<file path="src/rtl/fg_cfg_writer.sv">
// Writes the masked bytes of a 64-bit configuration image to a register-file generator
// with programmable setup / write-pulse / hold timing on a level write enable.
module fg_cfg_writer #(
  parameter int unsigned SETUP_CYCLES = 2,
  parameter int unsigned PULSE_CYCLES = 4,
  parameter int unsigned HOLD_CYCLES  = 4
) (
  input  logic        clk,
  input  logic        rst_n,
  input  logic        start_i,
  input  logic        abort_i,
  input  logic [63:0] cfg_i,
  input  logic [7:0]  mask_i,
  output logic [7:0]  data_o,
  output logic [2:0]  addr_o,
  output logic        wr_en_o,
  output logic        busy_o,
  output logic        done_o,
  output logic        aborted_o
);

  typedef enum logic [2:0] {IDLE, SETUP, PULSE, HOLD, DONE} state_t;

  localparam logic [7:0] SETUP_LAST = 8'(SETUP_CYCLES - 1);
  localparam logic [7:0] PULSE_LAST = 8'(PULSE_CYCLES - 1);
  localparam logic [7:0] HOLD_LAST  = 8'(HOLD_CYCLES - 1);

  state_t      state_q, state_d;
  logic [7:0]  cnt_q, cnt_d;
  logic [63:0] cfg_q, cfg_d;
  logic [7:0]  mask_q, mask_d;
  logic [7:0]  data_q, data_d;
  logic [2:0]  addr_q, addr_d;
  logic        abort_seen_q, abort_seen_d;
  logic        wr_q, wr_d;
  logic        busy_q, busy_d;
  logic        done_q, done_d;
  logic        aborted_q, aborted_d;

  function automatic logic [2:0] lowest_idx(input logic [7:0] m);
    lowest_idx = 3'd0;
    for (int i = 7; i >= 0; i--) begin
      if (m[i]) lowest_idx = 3'(i);
    end
  endfunction

  // CRn lives in the most-significant byte for n = 0.
  function automatic logic [7:0] cr_byte(input logic [63:0] cfg, input logic [2:0] n);
    logic [63:0] sh;
    sh = cfg >> {3'd7 - n, 3'b000};
    cr_byte = sh[7:0];
  endfunction

  always_comb begin
    state_d      = state_q;
    cnt_d        = cnt_q;
    cfg_d        = cfg_q;
    mask_d       = mask_q;
    data_d       = data_q;
    addr_d       = addr_q;
    abort_seen_d = abort_seen_q;

    unique case (state_q)
      IDLE: begin
        if (start_i) begin
          cfg_d        = cfg_i;
          abort_seen_d = 1'b0;
          if (mask_i == 8'd0) begin
            mask_d  = 8'd0;
            state_d = DONE;
          end else begin
            addr_d  = lowest_idx(mask_i);
            data_d  = cr_byte(cfg_i, lowest_idx(mask_i));
            mask_d  = mask_i & ~(8'd1 << lowest_idx(mask_i));
            cnt_d   = SETUP_LAST;
            state_d = SETUP;
          end
        end
      end
      SETUP: begin
        if (abort_i) begin
          abort_seen_d = 1'b1;
          state_d      = DONE;
        end else if (cnt_q == 8'd0) begin
          cnt_d   = PULSE_LAST;
          state_d = PULSE;
        end else begin
          cnt_d = cnt_q - 8'd1;
        end
      end
      PULSE: begin
        if (abort_i || cnt_q == 8'd0) begin
          abort_seen_d = abort_seen_q | abort_i;
          cnt_d        = HOLD_LAST;
          state_d      = HOLD;
        end else begin
          cnt_d = cnt_q - 8'd1;
        end
      end
      HOLD: begin
        abort_seen_d = abort_seen_q | abort_i;
        if (cnt_q != 8'd0) begin
          cnt_d = cnt_q - 8'd1;
        end else if (abort_seen_d || mask_q == 8'd0) begin
          state_d = DONE;
        end else begin
          // Remaining mask only holds higher bits, so addresses ascend.
          addr_d  = lowest_idx(mask_q);
          data_d  = cr_byte(cfg_q, lowest_idx(mask_q));
          mask_d  = mask_q & ~(8'd1 << lowest_idx(mask_q));
          cnt_d   = SETUP_LAST;
          state_d = SETUP;
        end
      end
      DONE: state_d = IDLE;
      default: state_d = IDLE;
    endcase

    wr_d      = (state_d == PULSE);
    busy_d    = (state_d != IDLE);
    done_d    = (state_d == DONE);
    aborted_d = (state_d == DONE) && abort_seen_d;
  end

  always_ff @(posedge clk) begin
    if (!rst_n) begin
      state_q      <= IDLE;
      cnt_q        <= 8'd0;
      cfg_q        <= 64'd0;
      mask_q       <= 8'd0;
      data_q       <= 8'd0;
      addr_q       <= 3'd0;
      abort_seen_q <= 1'b0;
      wr_q         <= 1'b0;
      busy_q       <= 1'b0;
      done_q       <= 1'b0;
      aborted_q    <= 1'b0;
    end else begin
      state_q      <= state_d;
      cnt_q        <= cnt_d;
      cfg_q        <= cfg_d;
      mask_q       <= mask_d;
      data_q       <= data_d;
      addr_q       <= addr_d;
      abort_seen_q <= abort_seen_d;
      wr_q         <= wr_d;
      busy_q       <= busy_d;
      done_q       <= done_d;
      aborted_q    <= aborted_d;
    end
  end

  assign data_o    = data_q;
  assign addr_o    = addr_q;
  assign wr_en_o   = wr_q;
  assign busy_o    = busy_q;
  assign done_o    = done_q;
  assign aborted_o = aborted_q;

endmodule

</file>
<file path="config.mk">
export PLATFORM = sky130hd
export DESIGN_NAME = fg_cfg_writer
export DESIGN_NICKNAME = d
export VERILOG_FILES = /design/src/rtl/fg_cfg_writer.sv
export SDC_FILE = /design/constraint.sdc
export NUM_CORES = 1
export LEC_CHECK = 0
export CAP_MARGIN = 40
export CORE_MARGIN = 1
export CORE_UTILIZATION = 48
export CTS_CLUSTER_DIAMETER = 120
export DETAILED_ROUTE_END_ITERATION = 12
export HOLD_SLACK_MARGIN = 0.12
export PLACE_DENSITY = 0.77
export SETUP_SLACK_MARGIN = 0.1
export SKIP_LAST_GASP = 1
export SLEW_MARGIN = 20
export SYNTH_ARGS = -nofsm -noshare
export SYNTH_HDL_FRONTEND = slang
export SYNTH_SLANG_ARGS = --single-unit
</file>
<file path="constraint.sdc">
create_clock -name clk -period 2.3 [get_ports clk]
set_input_delay 0.46 -clock clk [delete_from_list [all_inputs] [get_ports clk]]
set_output_delay 0.46 -clock clk [all_outputs]
set_load 0.01 [all_outputs]
</file>
==> results.md, run 1 <==
* Status: complete, no violations
* WL/cell at 17.1 um
* Final Routed Wirelength at 15.9 mm
* DP Worst Slack at -452 ps
* Commonest register cell after synthesis: dfxtp_1
* Kind of critical path: reg -> reg
* Max Cap Viol at 0
* Tightest Pin Transition at 538 ps
* Leak Pwr at 2.72 nW
* Final Critical Period at 2150 ps
* WP depth at 7
* Register area share after synthesis at 37.4%
* Max Clk Rate at 466 MHz
* Vias in the first global route at 5189
* Area after DPL at 6700 um^2
* Via count at 5475
* GRT Util Overall at 28.3%
* Layout Area Growth over Synthesis at 35.5%
* Post-DR vias/cell at 5.88
* Internal Power at 3.08 mW
* Fill count at 840
* Core area at 10500 um^2
* Slew Limit Fails at 0
* Unique cell type count in the Yosys netlist at 61
* CTS Buf Count at 9
* CP max-delay cell: or4_4
* Endpoints failing setup at 0
* Worst EP arrival at 2430 ps
* Pwr dens at 639 nW/um^2
* CP peak stage delay at 580 ps
* Root Driver: clkbuf_8
* Clock sinks at 99
* H-Tree Depth at 3
* Number of top-level pins at 91
* EDFF count, synth at 0
* WHS Path Cells at 2
* GPL Wtd Cong at 0.943
* Psw at 1.51 mW
* Buf+Inv Stages, Crit Path at 1
* Reg power frac at 43.0%
* Clock-pin slew on the worst setup and hold paths at 110 ps
* HP Class: reg -> reg
* Clock buffer depth at 2
* DIE AREA at 11500 um^2
* Antenna violations before repair at 0
* Final WS setup at 153 ps
* Total grt overflow at 0
* Post-Syn Instances at 666
* First-pass GRT wire length at 25.3 mm
* Clk_lat worst skew at 390 ps
* Worst Reg-to-Reg Cells at 7
* Layout Skew at 16.3 ps
* Port bufs at 90
* CTS tree: done
* Detail Route Antenna Nets at 0
* Initial Util at 50.4%
* Drt initial violations at 315
* Fin crit share at 93.3%
* Worst VDD drop at 482 uV
* Most common library cell in the layout ignoring fill and taps: nand2_1
* CP Cell Sequence: or4_4 -> nor3_4 -> o22ai_1 -> a21oi_1 -> buf_6 -> o2111a_1 -> a31oi_1
* Remaining DRCs at 0
* Power Total at 4.59 mW
* WP data required at 2580 ps
* Hold_buf cts at 0
* Synth Cell Area at 5290 um^2
* Share of cells above drive strength 1 at 15.6%
* Post-Layout Inst Area at 7180 um^2
* HPWL after DPL at 11.4 mm
* Critical Path Fanout Max at 16
* Count of warnings emitted by yosys at 0
* N_diodes at 0
* Synthesis-stage register bit count at 99
* Most frequent cells in the layout: nand2_1, dfxtp_1, clkdlybuf4s50_1, a21boi_0, buf_4
* Largest delay share family, worst path: simple AND/OR/NAND/NOR gates
* Worst slew margin at 64.1%
* Pin count of the biggest net entering global routing at 62
* Switching part of the total power at 32.9%
* Die X at 107 um
* Clock share of power at 25.8%
* Post-synthesis area per instance at 7.95 um^2
* CP Launch Type: flop
* # rows at 37
* Async SR Flop Fraction at 0%
* Final nets at 867
* Crit end category: flop
* RSZ-0062 raised after global routing: true
* Post-synth net total at 743
* Final hold violations at 0
* Die Height at 107 um
* TritonRoute pass-1 iters at 7
* Comb pwr share at 31.2%
* Final Util at 68.3%
## through the flow
stage / setup TNS (ps) / hold slack (ps) / instances
floorplan: 0 / 443 / 666
global route: 0 / 489 / 931
finish: 0 / 467 / 931
CTS: 0 / 471 / 919
detailed placement: -4440 / 456 / 902
global placement: -4100 / 448 / 902
## state kept, by name, indices dropped and copies added, names as in the netlist
signal / flops
cfg_q: 64
data_o: 8
wr_en_o: 1
aborted_o: 1
state_q: 3
busy_o: 1
addr_o: 3
mask_q: 8
done_o: 1
cnt_q: 8
abort_seen_q: 1
## worst reg2reg max path, stage by stage (launching register included)
cell and delay, ps:
dfxtp_1 340, or4_4 580, nor3_4 270, o22ai_1 110
a21oi_1 260, buf_6 220, o2111a_1 210, a31oi_1 80
## metal layers
metal	vias up	track usage (%)	share of wire, %
met2	231	49.9	50
met3	30	5.59	7.0
met5	-	0	0
li1	2623	-	-
met1	2591	34.6	41
met4	0	8.12	2.1
## Yosys cell counts (2+ instances only)
cell type,count,area share (%)
a21oi_1,22,2.1
o21a_1,3,0.43
nor3b_1,2,0.28
nand2_1,164,12
o311ai_0,3,0.50
and2_1,2,0.24
and3_1,3,0.35
a221oi_1,2,0.33
clkbuf_1,33,2.3
buf_2,11,1.0
o31a_1,2,0.33
o31ai_1,2,0.28
inv_1,10,0.71
nand3_1,8,0.76
o2bb2ai_1,4,0.66
dfxtp_1,99,37
nor2b_1,6,0.71
nor2_1,37,2.6
mux2i_1,44,8.3
o22a_1,3,0.50
or2_2,2,0.24
a31oi_1,10,1.2
buf_6,2,0.43
o211a_1,2,0.38
nor4_1,5,0.59
o211ai_1,10,1.4
a21boi_0,71,10
o21ai_1,2,0.19
nor3_1,10,0.95
or3_1,2,0.24
o22ai_1,16,1.9
a22o_1,2,0.33
or4_1,6,0.85
a2111oi_0,7,1.2
nand2b_1,4,0.47
mux2_2,2,0.43
o21ai_0,21,2.0
o2111a_1,3,0.64
a22oi_1,7,0.99
## cell families (layout without fill, tap and decap cells)
family	count (synthesis)	count (layout)	synth area share, %
AO/OA/AOI/OAI	200	200	26.8
flip-flops	99	99	37.4
buffers and inverters	58	187	4.73
multiplexers	46	46	8.74
adder cells (fa/ha/maj)	1	1	0.236
AND/OR/NAND/NOR	262	262	22.0
## layout make-up
class	count	area [um^2]	area share, %
Multi-Input combinational cell	509	3230	45.0
Sequential cell	99	1980	27.6
Timing Repair Buffer	160	1550	21.6
Tap cell	136	170	2.37
Clock buffer	9	124	1.73
Clock inverter	7	80.1	1.12
Inverter	11	41.3	0.575
## worst paths after layout
path,start,to,slack (ps)
setup / recovery,cnt_q[6],data_o[7],150
setup reg to reg,cnt_q[6],data_o[7],150
hold / removal,cfg_q[45],cfg_q[45],470
hold reg to reg,cfg_q[45],cfg_q[45],470
## power by group through the flow
stage	Sequential [mW]	Combinational, mW	Clock (mW)
finish	1.98	1.43	1.18
global route	1.99	1.55	1.28
CTS	1.97	1.35	1.20
detailed placement	2.01	1.33	0
global placement	2.00	1.30	0
floorplan	1.99	0.763	0
## timing repair
item | 4_1_cts | 5_1_grt
pin swaps | 2 | 7
buffers inserted | 1 | 11
cloned | 0 | 1
endpoints found under the setup margin | 8 | 14
resized for setup | 12 | 21
Power figures use the tool's default switching activity.
==> run 2: changes to the inputs <==
--- a/config.mk
+++ b/config.mk
@@ -11,6 +11,7 @@
 export CTS_CLUSTER_DIAMETER = 120
 export DETAILED_ROUTE_END_ITERATION = 12
 export HOLD_SLACK_MARGIN = 0.12
+export MAX_ROUTING_LAYER = met4
 export PLACE_DENSITY = 0.77
 export SETUP_SLACK_MARGIN = 0.1
 export SKIP_LAST_GASP = 1
==> constraint.sdc (replaced) <==
create_clock -name clk -period 2.3 [get_ports clk]
set_input_delay 0.46 -clock clk [delete_from_list [all_inputs] [get_ports clk]]
set_output_delay 0.46 -clock clk [all_outputs]
set_load 0.02 [all_outputs]
==> run 2 against run 1 <==
Effect of this change: sequential power about the same; core utilization shrank 0.083 points; design area decreased by 0.12%; worst hold slack lost 50 ps; cell count unchanged; clock skew down 4.6 ps; sequential share of layout area about the same; power decreased by 0.58%; critical endpoint is now data_o[6]; largest cell class unchanged; routed wire length up 0.18%.
==> results.md, run 2 (synthesized netlist as in run 1, its figures left out) <==
* Root Driver: clkbuf_8
* Clock sinks at 99
* Final hold violations at 0
* HPWL after DPL at 11.4 mm
* Final WS setup at 131 ps
* Vias in the first global route at 5104
* Antenna violations before repair at 0
* Layout Area Growth over Synthesis at 35.4%
* CP peak stage delay at 490 ps
* Critical Path Fanout Max at 8
* Grt met1 use at 36.3%
* Largest delay share family, worst path: buffers and inverters
* CP Launch Type: input port
* Detail Route Antenna Nets at 0
* Clk_lat worst skew at 380 ps
* Max Clk Rate at 461 MHz
* Number of top-level pins at 91
* Leak Pwr at 2.73 nW
* Most used cell, CP: buf_12
* DIE AREA at 11500 um^2
* Power Total at 4.56 mW
* Crit end category: flop
* FF-to-FF End: cnt_q[4]
* Internal reg-to-reg setup slack at 190 ps
* Final Critical Period at 2170 ps
* Slew Limit Fails at 0
* Final Routed Wirelength at 15.9 mm
* Min-Delay Endpoint: cnt_q[6]
* HP Class: in -> reg
* First-pass GRT wire length at 25.3 mm
* Gr busiest metal: met2
* Core area at 10500 um^2
* Critical Path Source: mask_i[7]
* Share of cells above drive strength 1 at 15.5%
* CP max-delay cell: clkdlybuf4s50_1
* Pwr dens at 636 nW/um^2
* Die X at 107 um
* Clock-pin slew on the worst setup and hold paths at 90 ps
* Post-DR vias/cell at 5.92
* Port bufs at 90
* Register area at 1980 um^2
* H-Tree Depth at 3
* Tightest Pin Transition at 581 ps
* TritonRoute pass-1 iters at 7
* Initial Util at 50.4%
* Layout Skew at 11.7 ps
* Worst Reg-to-Reg Cells at 8
* Endpoints failing setup at 0
* Most common library cell in the layout ignoring fill and taps: nand2_1
* N_diodes at 0
* WL/cell at 17.1 um
* Worst EP arrival at 2430 ps
* Worst slew margin at 60.3%
* Worst R2R Start: mask_q[4]
* Die Height at 107 um
* GRT Util Overall at 28.9%
* Reg with most FFs: cfg_q
* M2 GR Usage at 46.8%
* Final nets at 868
* Fin crit share at 94.3%
* WHS Path Cells at 2
* Status: complete, no violations
* CP Cell Sequence: clkdlybuf4s50_1 -> buf_4 -> nand2b_4 -> a221oi_4 -> buf_6 -> buf_12 -> buf_12 -> mux2i_2 -> o22ai_1 -> nor2_1 -> a31oi_1
* Fill count at 838
* CTS Buf Count at 9
* RSZ-0062 raised after global routing: true
* GPL Wtd Cong at 0.958
* CTS tree: done
* Remaining DRCs at 0
* Most frequent cells in the layout: nand2_1, dfxtp_1, clkdlybuf4s50_1, a21boi_0, buf_4
* Pin count of the biggest net entering global routing at 64
* WP data required at 2560 ps
* Clock buffer depth at 2
* Buf+Inv Stages, Crit Path at 5
* Max Cap Viol at 0
* Max reg flops at 64
* GRT met3 Usage at 3.77%
* DP Worst Slack at -423 ps
* Kind of critical path: in -> reg
* Total grt overflow at 0
* Drt initial violations at 354
* Worst Hold Launch: rst_n
* # rows at 37
* Worst VDD drop at 392 uV
* Multi-input gate area at 3220 um^2
* Via count at 5516
==> run 2: cell types whose count changed in the layout (fill, tap and decap cells not counted), sizes merged <==
| cell | before | now |
|---|---|---|
| inv | 14 | 11 |
| clkinvlp | 1 | 3 |
| buf | 70 | 71 |
| clkdlybuf4s50 | 88 | 86 |
| dlymetal6s2s | 1 | 3 |
==> run 2: repair_timing <==
action / CTS / global route
hold buffers: 0 / 0
resized for setup: 11 / 29
pin swaps: 2 / 10
gates cloned: 0 / 2
setup endpoints to repair: 8 / 16
setup buffers: 0 / 13
==> run 2: routing by layer <==
metal / routed length [um] / share of wire (%)
met4: 431 / 2.7
met2: 7760 / 49
met1: 6810 / 43
met3: 912 / 5.7
met5: 0 / 0
==> run 2: where the power goes <==
group	leakage, nW	switching (mW)	internal, mW	total [mW]
Sequential	0.812	0.103	1.87	1.98
Combinational	1.83	0.775	0.686	1.46
Clock	0.0877	0.627	0.499	1.13
Total	2.73	1.50	3.06	4.56
==> run 2: area by class of cell <==
type / count / area share [%]
clock inverter: 6 / 0.925
timing repair buffer: 161 / 21.8
multi-input combinational: 509 / 44.9
tap: 136 / 2.37
sequential: 99 / 27.7
inverter: 11 / 0.576
clock buffer: 9 / 1.73
==> run 2: how the worst max path moves through the flow <==
stage,end,depth (start not counted)
after floorplan,data_o[2],6
after global placement,data_o[5],8
after detailed placement,data_o[5],8
after CTS,data_o[5],8
after global routing,data_o[2],10
final,data_o[6],11
==> run 2: per-stage QoR <==
stage	cell area, um^2	setup TNS, ps	util (%)	hold slack (ps)	std cells
floorplan	5290	0	-	443	666
global placement	6680	-4240	63.6	449	901
detailed placement	6680	-4930	63.6	456	901
CTS	6920	0	65.8	403	916
global route	7170	0	68.2	421	931
finish	7170	0	68.2	417	931
